### config.mk
export PLATFORM = sky130hd
export DESIGN_NAME = memory_access_flat
export DESIGN_NICKNAME = d
export VERILOG_FILES = /design/src/rtl/pipeline_pkg.sv /design/src/rtl/memory_access_if.sv /design/src/rtl/mem_wait_ctrl.sv /design/src/rtl/memory_access.sv /design/src/flat_wrapper.sv
export SDC_FILE = /design/constraint.sdc
export NUM_CORES = 1
export LEC_CHECK = 0
export CAP_MARGIN = 20
export CORE_MARGIN = 4
export CORE_UTILIZATION = 34
export CTS_BUF_LIST = sky130_fd_sc_hd__clkbuf_8
export CTS_CLUSTER_DIAMETER = 30
export CTS_CLUSTER_SIZE = 8
export DETAILED_ROUTE_END_ITERATION = 7
export HOLD_SLACK_MARGIN = 0.15
export PLACE_DENSITY = 0.82
export SLEW_MARGIN = 25
export SYNTH_ARGS = -nofsm -noshare
export SYNTH_HDL_FRONTEND = slang
export SYNTH_SLANG_ARGS = --single-unit
### constraint.sdc
create_clock -name clk -period 2.8 [get_ports clk]
set_input_delay 0.42 -clock clk [delete_from_list [all_inputs] [get_ports clk]]
set_output_delay 0.42 -clock clk [all_outputs]
set_load 0.03 [all_outputs]
### src/rtl/pipeline_pkg.sv
// Shared definitions for the pipeline MEM stage: control-field bit positions,
// the memory-wait state type and an alignment helper.
package pipeline_pkg;

    localparam int M_BRANCH    = 2;
    localparam int M_READ      = 1;
    localparam int M_WRITE     = 0;

    localparam int WB_REGWRITE = 1;
    localparam int WB_MEMTOREG = 0;

    typedef enum logic {
        IDLE = 1'b0,
        WAIT = 1'b1
    } mem_state_t;

    // Word accesses only: the two byte-offset bits must be clear.
    function automatic logic is_aligned(input logic [1:0] byte_off);
        return byte_off == 2'b00;
    endfunction

endpackage

### src/rtl/memory_access_if.sv
// Data-memory req/ack bus between the MEM stage (master) and the data memory (slave).
interface memory_access_if #(
    parameter int DATA_W = 32
) ();

    logic              dmem_req;
    logic              dmem_we;
    logic [DATA_W-1:0] dmem_addr;
    logic [DATA_W-1:0] dmem_wdata;
    logic [DATA_W-1:0] dmem_rdata;
    logic              dmem_ack;

    modport master (
        output dmem_req,
        output dmem_we,
        output dmem_addr,
        output dmem_wdata,
        input  dmem_rdata,
        input  dmem_ack
    );

    modport slave (
        input  dmem_req,
        input  dmem_we,
        input  dmem_addr,
        input  dmem_wdata,
        output dmem_rdata,
        output dmem_ack
    );

endinterface

### src/rtl/mem_wait_ctrl.sv
// Wait-state controller for the MEM stage: tracks an outstanding access,
// generates the pipeline stall, and gives up after TIMEOUT cycles.
module mem_wait_ctrl
    import pipeline_pkg::*;
#(
    parameter int TIMEOUT = 16
) (
    input  logic clk,
    input  logic rst,
    input  logic access,
    input  logic dmem_ack,
    output logic stall,
    output logic dmem_req_hold,
    output logic timeout,
    output logic complete
);

    localparam int              CNT_W  = $clog2(TIMEOUT + 1);
    localparam logic [CNT_W-1:0] LAST  = CNT_W'(TIMEOUT - 1);

    mem_state_t       r_state;
    logic [CNT_W-1:0] r_cnt;
    logic             w_at_limit;

    assign w_at_limit = (r_cnt == LAST);

    // Stall and request must react within the cycle the ack arrives,
    // so these are decoded from state rather than registered.
    always_comb begin
        // NOTE: every output gets a default first so no path leaves a latch.
        stall         = 1'b0;
        timeout       = 1'b0;
        complete      = 1'b0;
        dmem_req_hold = 1'b0;
        unique case (r_state)
            IDLE: begin
                complete = access & dmem_ack;
                stall    = access & ~dmem_ack;
            end
            WAIT: begin
                dmem_req_hold = 1'b1;
                complete      = dmem_ack;
                timeout       = ~dmem_ack & w_at_limit;
                stall         = ~dmem_ack & ~w_at_limit;
            end
            default: ;
        endcase
        if (rst) begin
            stall         = 1'b0;
            dmem_req_hold = 1'b0;
            timeout       = 1'b0;
            complete      = 1'b0;
        end
    end

    // NOTE: state uses non-blocking assignments so all flops update together at the edge.
    always_ff @(posedge clk or posedge rst) begin
        if (rst) begin
            r_state <= IDLE;
            r_cnt   <= '0;
        end else begin
            unique case (r_state)
                IDLE: begin
                    if (access && !dmem_ack) begin
                        r_state <= WAIT;
                        r_cnt   <= CNT_W'(1);
                    end
                end
                WAIT: begin
                    if (dmem_ack || w_at_limit) begin
                        r_state <= IDLE;
                        r_cnt   <= '0;
                    end else begin
                        r_cnt <= r_cnt + CNT_W'(1);
                    end
                end
                default: begin
                    r_state <= IDLE;
                    r_cnt   <= '0;
                end
            endcase
        end
    end

endmodule

### src/rtl/memory_access.sv
// Pipeline MEM stage: data-memory load/store with stall/timeout/misalign
// handling, branch select, and the MEM/WB pipeline register.
module memory_access
    import pipeline_pkg::*;
#(
    parameter int DATA_W  = 32,
    parameter int REG_W   = 5,
    parameter int TIMEOUT = 16
) (
    input  logic              clk,
    input  logic              rst,
    input  logic [DATA_W-1:0] res,
    input  logic [DATA_W-1:0] write_data_ex,
    input  logic [REG_W-1:0]  write_register,
    input  logic              zero,
    input  logic [2:0]        m_MEM,
    input  logic [1:0]        wb_MEM,
    output logic              pcsrc,
    output logic              stall,
    memory_access_if.master   dmem,
    output logic [DATA_W-1:0] read_data_wb,
    output logic [DATA_W-1:0] alu_res_wb,
    output logic [REG_W-1:0]  write_register_wb,
    output logic [1:0]        wb_WB,
    output logic              bus_err,
    output logic              misaligned
);

    logic w_mem_op;
    logic w_aligned;
    logic w_access;
    logic w_misaligned;
    logic w_is_load;
    logic w_stall;
    logic w_req_hold;
    logic w_timeout;
    logic w_complete;
    logic w_bubble;

    logic [DATA_W-1:0] r_read_data;
    logic [DATA_W-1:0] r_alu_res;
    logic [REG_W-1:0]  r_write_register;
    logic [1:0]        r_wb;
    logic              r_bus_err;
    logic              r_misaligned;

    assign w_mem_op     = m_MEM[M_READ] | m_MEM[M_WRITE];
    assign w_aligned    = is_aligned(res[1:0]);
    assign w_access     = w_mem_op & w_aligned;
    assign w_misaligned = w_mem_op & ~w_aligned;
    // Read+write together is treated as a store, so only a pure read captures data.
    assign w_is_load    = m_MEM[M_READ] & ~m_MEM[M_WRITE];

    mem_wait_ctrl #(
        .TIMEOUT (TIMEOUT)
    ) u_wait_ctrl (
        .clk           (clk),
        .rst           (rst),
        .access        (w_access),
        .dmem_ack      (dmem.dmem_ack),
        .stall         (w_stall),
        .dmem_req_hold (w_req_hold),
        .timeout       (w_timeout),
        .complete      (w_complete)
    );

    assign dmem.dmem_req   = ~rst & (w_access | w_req_hold);
    assign dmem.dmem_we    = m_MEM[M_WRITE];
    assign dmem.dmem_addr  = res;
    assign dmem.dmem_wdata = write_data_ex;

    assign stall = w_stall;
    assign pcsrc = m_MEM[M_BRANCH] & zero;

    // Any memory op that is not completing this cycle (pending, timed out or
    // misaligned) must not reach write-back.
    assign w_bubble = w_misaligned | (w_access & ~w_complete);

    // NOTE: only the MEM/WB flops are reset here; nothing in this stage is a memory array.
    always_ff @(posedge clk or posedge rst) begin
        if (rst) begin
            r_read_data      <= '0;
            r_alu_res        <= '0;
            r_write_register <= '0;
            r_wb             <= '0;
            r_bus_err        <= 1'b0;
            r_misaligned     <= 1'b0;
        end else begin
            r_alu_res        <= res;
            r_write_register <= write_register;
            r_wb             <= w_bubble ? 2'b00 : wb_MEM;
            r_bus_err        <= w_timeout;
            r_misaligned     <= w_misaligned;
            if (w_complete && w_is_load) begin
                r_read_data <= dmem.dmem_rdata;
            end
        end
    end

    assign read_data_wb      = r_read_data;
    assign alu_res_wb        = r_alu_res;
    assign write_register_wb = r_write_register;
    assign wb_WB             = r_wb;
    assign bus_err           = r_bus_err;
    assign misaligned        = r_misaligned;

endmodule

### src/flat_wrapper.sv
// flat-port wrapper written by rule: the top's interface ports become plain ports
module memory_access_flat import pipeline_pkg::*;
#(
    parameter int DATA_W  = 32,
    parameter int REG_W   = 5,
    parameter int TIMEOUT = 16
)
  (clk, rst, res, write_data_ex, write_register, zero, m_MEM, wb_MEM, pcsrc, stall, read_data_wb, alu_res_wb, write_register_wb, wb_WB, bus_err, misaligned, dmem_dmem_req, dmem_dmem_we, dmem_dmem_addr, dmem_dmem_wdata, dmem_dmem_rdata, dmem_dmem_ack);
  memory_access_if #(.DATA_W(DATA_W)) dmem_i ();
  input  logic clk;
  input  logic rst;
  input  logic [DATA_W-1:0] res;
  input  logic [DATA_W-1:0] write_data_ex;
  input  logic [REG_W-1:0] write_register;
  input  logic zero;
  input  logic [2:0] m_MEM;
  input  logic [1:0] wb_MEM;
  output logic pcsrc;
  output logic stall;
  output logic [DATA_W-1:0] read_data_wb;
  output logic [DATA_W-1:0] alu_res_wb;
  output logic [REG_W-1:0] write_register_wb;
  output logic [1:0] wb_WB;
  output logic bus_err;
  output logic misaligned;
  output wire logic [$bits(dmem_i.dmem_req)-1:0] dmem_dmem_req;
  output wire logic [$bits(dmem_i.dmem_we)-1:0] dmem_dmem_we;
  output wire logic [$bits(dmem_i.dmem_addr)-1:0] dmem_dmem_addr;
  output wire logic [$bits(dmem_i.dmem_wdata)-1:0] dmem_dmem_wdata;
  input wire logic [$bits(dmem_i.dmem_rdata)-1:0] dmem_dmem_rdata;
  input wire logic [$bits(dmem_i.dmem_ack)-1:0] dmem_dmem_ack;
  assign dmem_dmem_req = dmem_i.dmem_req;
  assign dmem_dmem_we = dmem_i.dmem_we;
  assign dmem_dmem_addr = dmem_i.dmem_addr;
  assign dmem_dmem_wdata = dmem_i.dmem_wdata;
  assign dmem_i.dmem_rdata = dmem_dmem_rdata;
  assign dmem_i.dmem_ack = dmem_dmem_ack;
  memory_access #(.DATA_W(DATA_W), .REG_W(REG_W), .TIMEOUT(TIMEOUT)) u_core (.clk(clk), .rst(rst), .res(res), .write_data_ex(write_data_ex), .write_register(write_register), .zero(zero), .m_MEM(m_MEM), .wb_MEM(wb_MEM), .pcsrc(pcsrc), .stall(stall), .dmem(dmem_i), .read_data_wb(read_data_wb), .alu_res_wb(alu_res_wb), .write_register_wb(write_register_wb), .wb_WB(wb_WB), .bus_err(bus_err), .misaligned(misaligned));
endmodule
After elaboration in Yosys (flattened, before gate mapping)
Cells that the tools add are included.

storage, ports and cells
  bits in registers = 79
  latch bits = 0
  memory bits (writable) = 0
  bits in read-only memories = 0
  bits of input ports = 110
  output and inout bits = 141
  memories = 0

cells by class
  add/subtract/negate cells = 1
  $mul = 0
  divide/modulo/power cells = 0
  magnitude comparators = 0
  equal/unequal tests = 2
  shift operators = 0
  mux-type cells = 15
  bitwise logic cells = 20
  reduce and logical (&&, ||, !) cells = 5

operators with widths
  kind                                                                   number
  1-bit AND                                                              10
  5-bit 2-to-1 mux                                                       2
  5-bit one-hot mux with 2 select lines                                  1
  1-bit 2-to-1 mux                                                       8
  1-bit NOT                                                              7
  1-bit one-hot mux with 2 select lines                                  3
  5-bit by 1-bit adder with 5-bit output, second input constant          1
  5-bit by 4-bit equality test with 1-bit output, second input constant  1
  1-bit OR                                                               3
  1-bit logical AND                                                      2
  2-bit logical NOT                                                      1
  2-bit 2-to-1 mux                                                       1
  2-bit != test, second input constant                                   1
  1-bit logical NOT                                                      1
  1-bit logical OR                                                       1

Logic depth before layout (Yosys ltp)
  depth in word-level cells = 9
  depth in mapped cells = 6
  depth with buffers taken out = 6

Hierarchy
From an unflattened synthesis, not the netlist that was laid out.

unflattened totals
  cell total of the unflattened synthesis = 217
  area, all modules = 3231.8 sq um

modules (own cells, without submodules)
  module         instances  cells each  area an instance (sq um)  seq. area each (sq um)
  memory_access  1          184         2892.8                    1826.8
  mem_wait_ctrl  1          33          339.1                     150.1

Worst setup path before layout
Ideal clock, no wire load.

  path kind = input to register
  start point = input rst
  end point = register u_core.r_wb[0] (netlist: u_core.wb_WB[0])
  arrival time = 2.486 ns
  required time = 2.720 ns
  setup slack = 0.234 ns
  stages on the path = 3
  cell sequence = inv_1 a31oi_1 nor2b_1

between the ends
  cells in the longest elaborated chain, start to end = 5

RTL lines
  what                  line                 RTL
  from (decl)           flat_wrapper.sv:11   input logic rst;
  1-bit 2-to-1 mux      mem_wait_ctrl.sv:48  if (rst) begin
  1-bit NOT             memory_access.sv:77  assign w_bubble = w_misaligned | (w_access & ~w_complete);
  1-bit AND             memory_access.sv:77
  1-bit OR              memory_access.sv:77
  2-bit 2-to-1 mux      memory_access.sv:91  r_wb <= w_bubble ? 2'b00 : wb_MEM;
  to (signal assigned)  memory_access.sv:91
  to (decl)             memory_access.sv:43  logic [1:0] r_wb;

No other way between the ends.
A chain may end at the register's enable or synchronous reset.

Final worst setup path
  start point = register u_core.u_wait_ctrl.r_cnt[0]
  end point = output stall

between the ends
  cells in the longest elaborated chain, start to end = 5

RTL lines
  what                                            line                 RTL
  from (decl)                                     mem_wait_ctrl.sv:22  logic [CNT_W-1:0] r_cnt;
  from (signal assigned)                          mem_wait_ctrl.sv:74  r_cnt <= r_cnt + CNT_W'(1);
  5-bit by 4-bit equality test with 1-bit output  mem_wait_ctrl.sv:25  assign w_at_limit = (r_cnt == LAST);
  1-bit NOT                                       mem_wait_ctrl.sv:44  stall = ~dmem_ack & ~w_at_limit;
  1-bit AND                                       mem_wait_ctrl.sv:44
  1-bit one-hot mux with 2 select lines           mem_wait_ctrl.sv:35  unique case (r_state)
  1-bit 2-to-1 mux                                mem_wait_ctrl.sv:48
  to (decl)                                       flat_wrapper.sv:19   output logic stall;

No other way between the ends.

==> results by group <==
Layout
  • Nets: 462
  • Fill cells: 770
  • Number of inserted diodes: 0
  • Area Growth Syn to Fin: 54.0%
  • Share of layout cells above drive strength 1: around 15%

GRT
  • Largest net degree at the start of global routing: 80
  • Grt ovf: 0
  • First-pass GRT wire length: 12.5 mm
  • Antenna violations before repair: 0
  • Total track usage: 14.6%
  • Vias in the first global route: 2,273

Die
  • Die height: 106 µm
  • Die span in x: 106 µm
  • Placeable Area: approximately 9000 µm²
  • Ports: 251
  • Row cnt: 35
  • Initial core utilization: 35.1%
  • Die Footprint: around 11,000 µm²

Power and ir drop
  • Internal power: 2.35 mW
  • Net Switching: 1.04 mW
  • Sw Ratio: between 30 and 40%
  • Combinational Power Share: 32.7%
  • Sequential Power Share: 40.7%
  • Leak: 2.21 nW
  • Tot Pwr: roughly 3.4 mW
  • Clock share of power: 26.5%
  • Max VDD drop: 0.254 mV
  • Pwr per Cell Area: 681 nW/µm²

Setup path
  • Worst R2R Start: u_core.u_wait_ctrl.r_cnt[0]
  • Worst reg-to-reg path cell count: 6
  • Critical path startpoint category: flip-flop
  • Critical Path Fanout Max: 4
  • R2R setup slack: 1040 ps
  • Kind of critical path: flip-flop to output port
  • Worst endpoint data arrival time: 2250 ps
  • R2R Path End: u_core.u_wait_ctrl.r_cnt[0]
  • Crit. End Element: output port
  • Req. time, crit path: 2380 ps

Min path
  • Hold Path End: u_core.u_wait_ctrl.r_cnt[4]
  • Hold Path Class: flip-flop to flip-flop
  • Hold Path Origin: u_core.u_wait_ctrl.r_cnt[4]
  • Hold depth: 1

Logic synthesis
  • Mapped Avg Cell Area: 14.8 µm²
  • Compound-gate portion of the synthesized area: 2.74%
  • Dominant cells by area after synthesis: dfrtp_1 61%, buf_4 15%, mux2_4 14%, buf_6 1.0%, ha_1 0.77%
  • Mux share of post-synthesis cell area: between 10% and 20%
  • Post-synthesis adder-cell area fraction: 0.772%
  • Synth Warn #: 0
  • Post-synthesis sequential area ratio: 61.0%
  • Xor/xnor cell area share of the yosys netlist: less than 1%
  • Largest family of logic cells by synthesized area: buffers and inverters
  • Synth cell types: 28
  • Fraction of registers with async set/reset: 100%
  • Top post-synthesis cells by count: 79 x dfrtp_1, 66 x buf_4, 30 x mux2_4, 5 x nor2_1, 4 x inv_1
  • Syn Nets: 331
  • Main flop type after synthesis: dfrtp_1
  • Post-Syn Area: 3240 µm²
  • Top-area cell type share of the netlist area: 61.0%
  • Number of synthesized flops with an enable pin: 0
  • Count leader, synth: dfrtp_1
  • Simple-gate share of the synthesized area: roughly 3.6%
  • Yosys top cell by area: dfrtp_1
  • #FFs+latches synth: 79
  • Syn Inst Count: 219

Placed design
  • Port Buf Inserts: 186
  • DPL Wire Length: 6.32 mm
  • Placer Congestion: a little over 0.8
  • Dpl ws: between 150 and 200 ps

Timing
  • Setup Skew: 15.2 ps
  • Setup violations, final: 0
  • Final setup margin: 131 ps
  • Final hold vios: 0
  • Slew headroom: 63.3%
  • Period utilization: 95.3%
  • RSZ-0062 raised after global routing: no
  • Slew Viols, Final: 0
  • F_max: roughly 0.37 GHz
  • Slew of the pin with the lowest slew margin: 549 ps
  • Final setup TNS: 0 ps
  • Min cycle time layout: between 2000 and 3000 ps

Route
  • # DRC: 0
  • Iter 0 DRT Violations: 89
  • DRT Pass-1 Iters: 4
  • Final antenna-violating net count: 0
  • Vias per cell: 4.27
  • Total wire length: 8.25 mm
  • Wire per inst: 17.1 µm
  • Via Count: 2,056

Flow run
  • Max Cap Viol: 0

Outcome
  • Status: finished, final reports clean

Clocking
  • Htree depth: 3
  • TritonCTS buffer count: 9
  • CTS tree: done
  • Worst-skew pair later-pin latency: roughly 340 ps
  • # clock sinks: between 70 and 80
  • CTS Root Cell: clkbuf_8
  • Worst-path clk slew: 80 ps
  • CTS max path bufs: 2
[registers in the layout, summed over array words and instances, names as in the netlist]
register and count:
u_core.wb_WB 2, u_core.u_wait_ctrl.r_cnt 5, u_core.u_wait_ctrl.r_state 1, u_core.alu_res_wb 32
u_core.read_data_wb 32, u_core.bus_err 1, u_core.write_register_wb 5, u_core.misaligned 1
[cells by family after synthesis]
family | after synthesis
flip-flops | 79
buffers and inverters | 73
multiplexers | 32
AND/OR/NAND/NOR | 21
AO/OA/AOI/OAI | 10
XOR/XNOR | 2
adder cells (fa/ha/maj) | 2
[critical path, cell delays in order, from the launching register on]
cell and delay, ps:
dfrtp_1 410, ha_1 230, and3_1 190, ha_1 180, nand2b_1 190, o41a_1 150
nor3_1 130, dlygate4sd2_1 420
[layout make-up]
| type | count | area, µm² | area share (%) |
|---|---|---|---|
| inverter | 4 | 16.3 | 0.326 |
| multi-input combinational | 67 | 719 | 14.4 |
| clock buffer | 9 | 124 | 2.48 |
| tap | 129 | 161 | 3.23 |
| timing repair buffer | 189 | 1910 | 38.2 |
| sequential | 79 | 1980 | 39.6 |
| clock inverter | 5 | 83.8 | 1.68 |
[power by group through the flow]
stage / logic (mW) / registers (mW) / clock network, mW
4_1_cts: 1.12 / 1.39 / 0.945
3_5_place_dp: 1.12 / 1.41 / 0
2_1_floorplan: 0.400 / 1.71 / 0
3_3_place_gp: 1.11 / 1.40 / 0
5_1_grt: 1.16 / 1.41 / 0.990
6_report: 1.11 / 1.38 / 0.902
[cell usage in the layout, fill, tap and decap left out, types with 2 or more instances in the layout]
master / netlist / layout
clkinvlp_4: 0 / 2
inv_1: 4 / 3
buf_12: 0 / 2
mux2_4: 30 / 30
nor3_1: 3 / 3
nand3_1: 2 / 2
clkbuf_8: 0 / 9
ha_1: 2 / 2
bufinv_16: 0 / 2
nor2b_1: 2 / 2
mux2_2: 2 / 2
dfrtp_1: 79 / 79
nor2_1: 5 / 5
nand2_1: 3 / 3
clkdlybuf4s50_1: 0 / 185
a22o_1: 2 / 2
a31oi_1: 2 / 2
[per-stage QoR]
step	std cells	hold slack, ps	instance area [µm²]	util [%]
after floorplan	219	450	3240	-
after global placement	468	466	4780	51.8
after detailed placement	468	469	4780	51.8
after CTS	482	488	4990	54.0
after global routing	482	485	4990	54.0
final	482	482	4990	54.0
[worst max path at each step]
stage	startpoint	end	slack, ps	cells after the start
6_report	u_core.u_wait_ctrl.r_cnt[0]	stall	130	7
5_1_grt	u_core.u_wait_ctrl.r_cnt[0]	stall	9	7
4_1_cts	u_core.u_wait_ctrl.r_cnt[0]	stall	100	7
3_3_place_gp	m_MEM[0]	stall	220	5
2_1_floorplan	rst	u_core.wb_WB[0]	230	3
3_5_place_dp	m_MEM[0]	stall	200	5
[routing by layer]
metal	vias up	GRT usage [%]	wire length [µm]
met2	99	24.3	4160
met1	1001	16.0	3100
li1	923	-	-
met5	-	0	0
met3	33	6.18	685
met4	0	7.22	297
[repair_timing]
action,in CTS,in global routing
endpoints found under the setup margin,1,0
hold buffers,0,0
buffers inserted,0,0
resized for setup,1,0
Power figures use the tool's default switching activity.
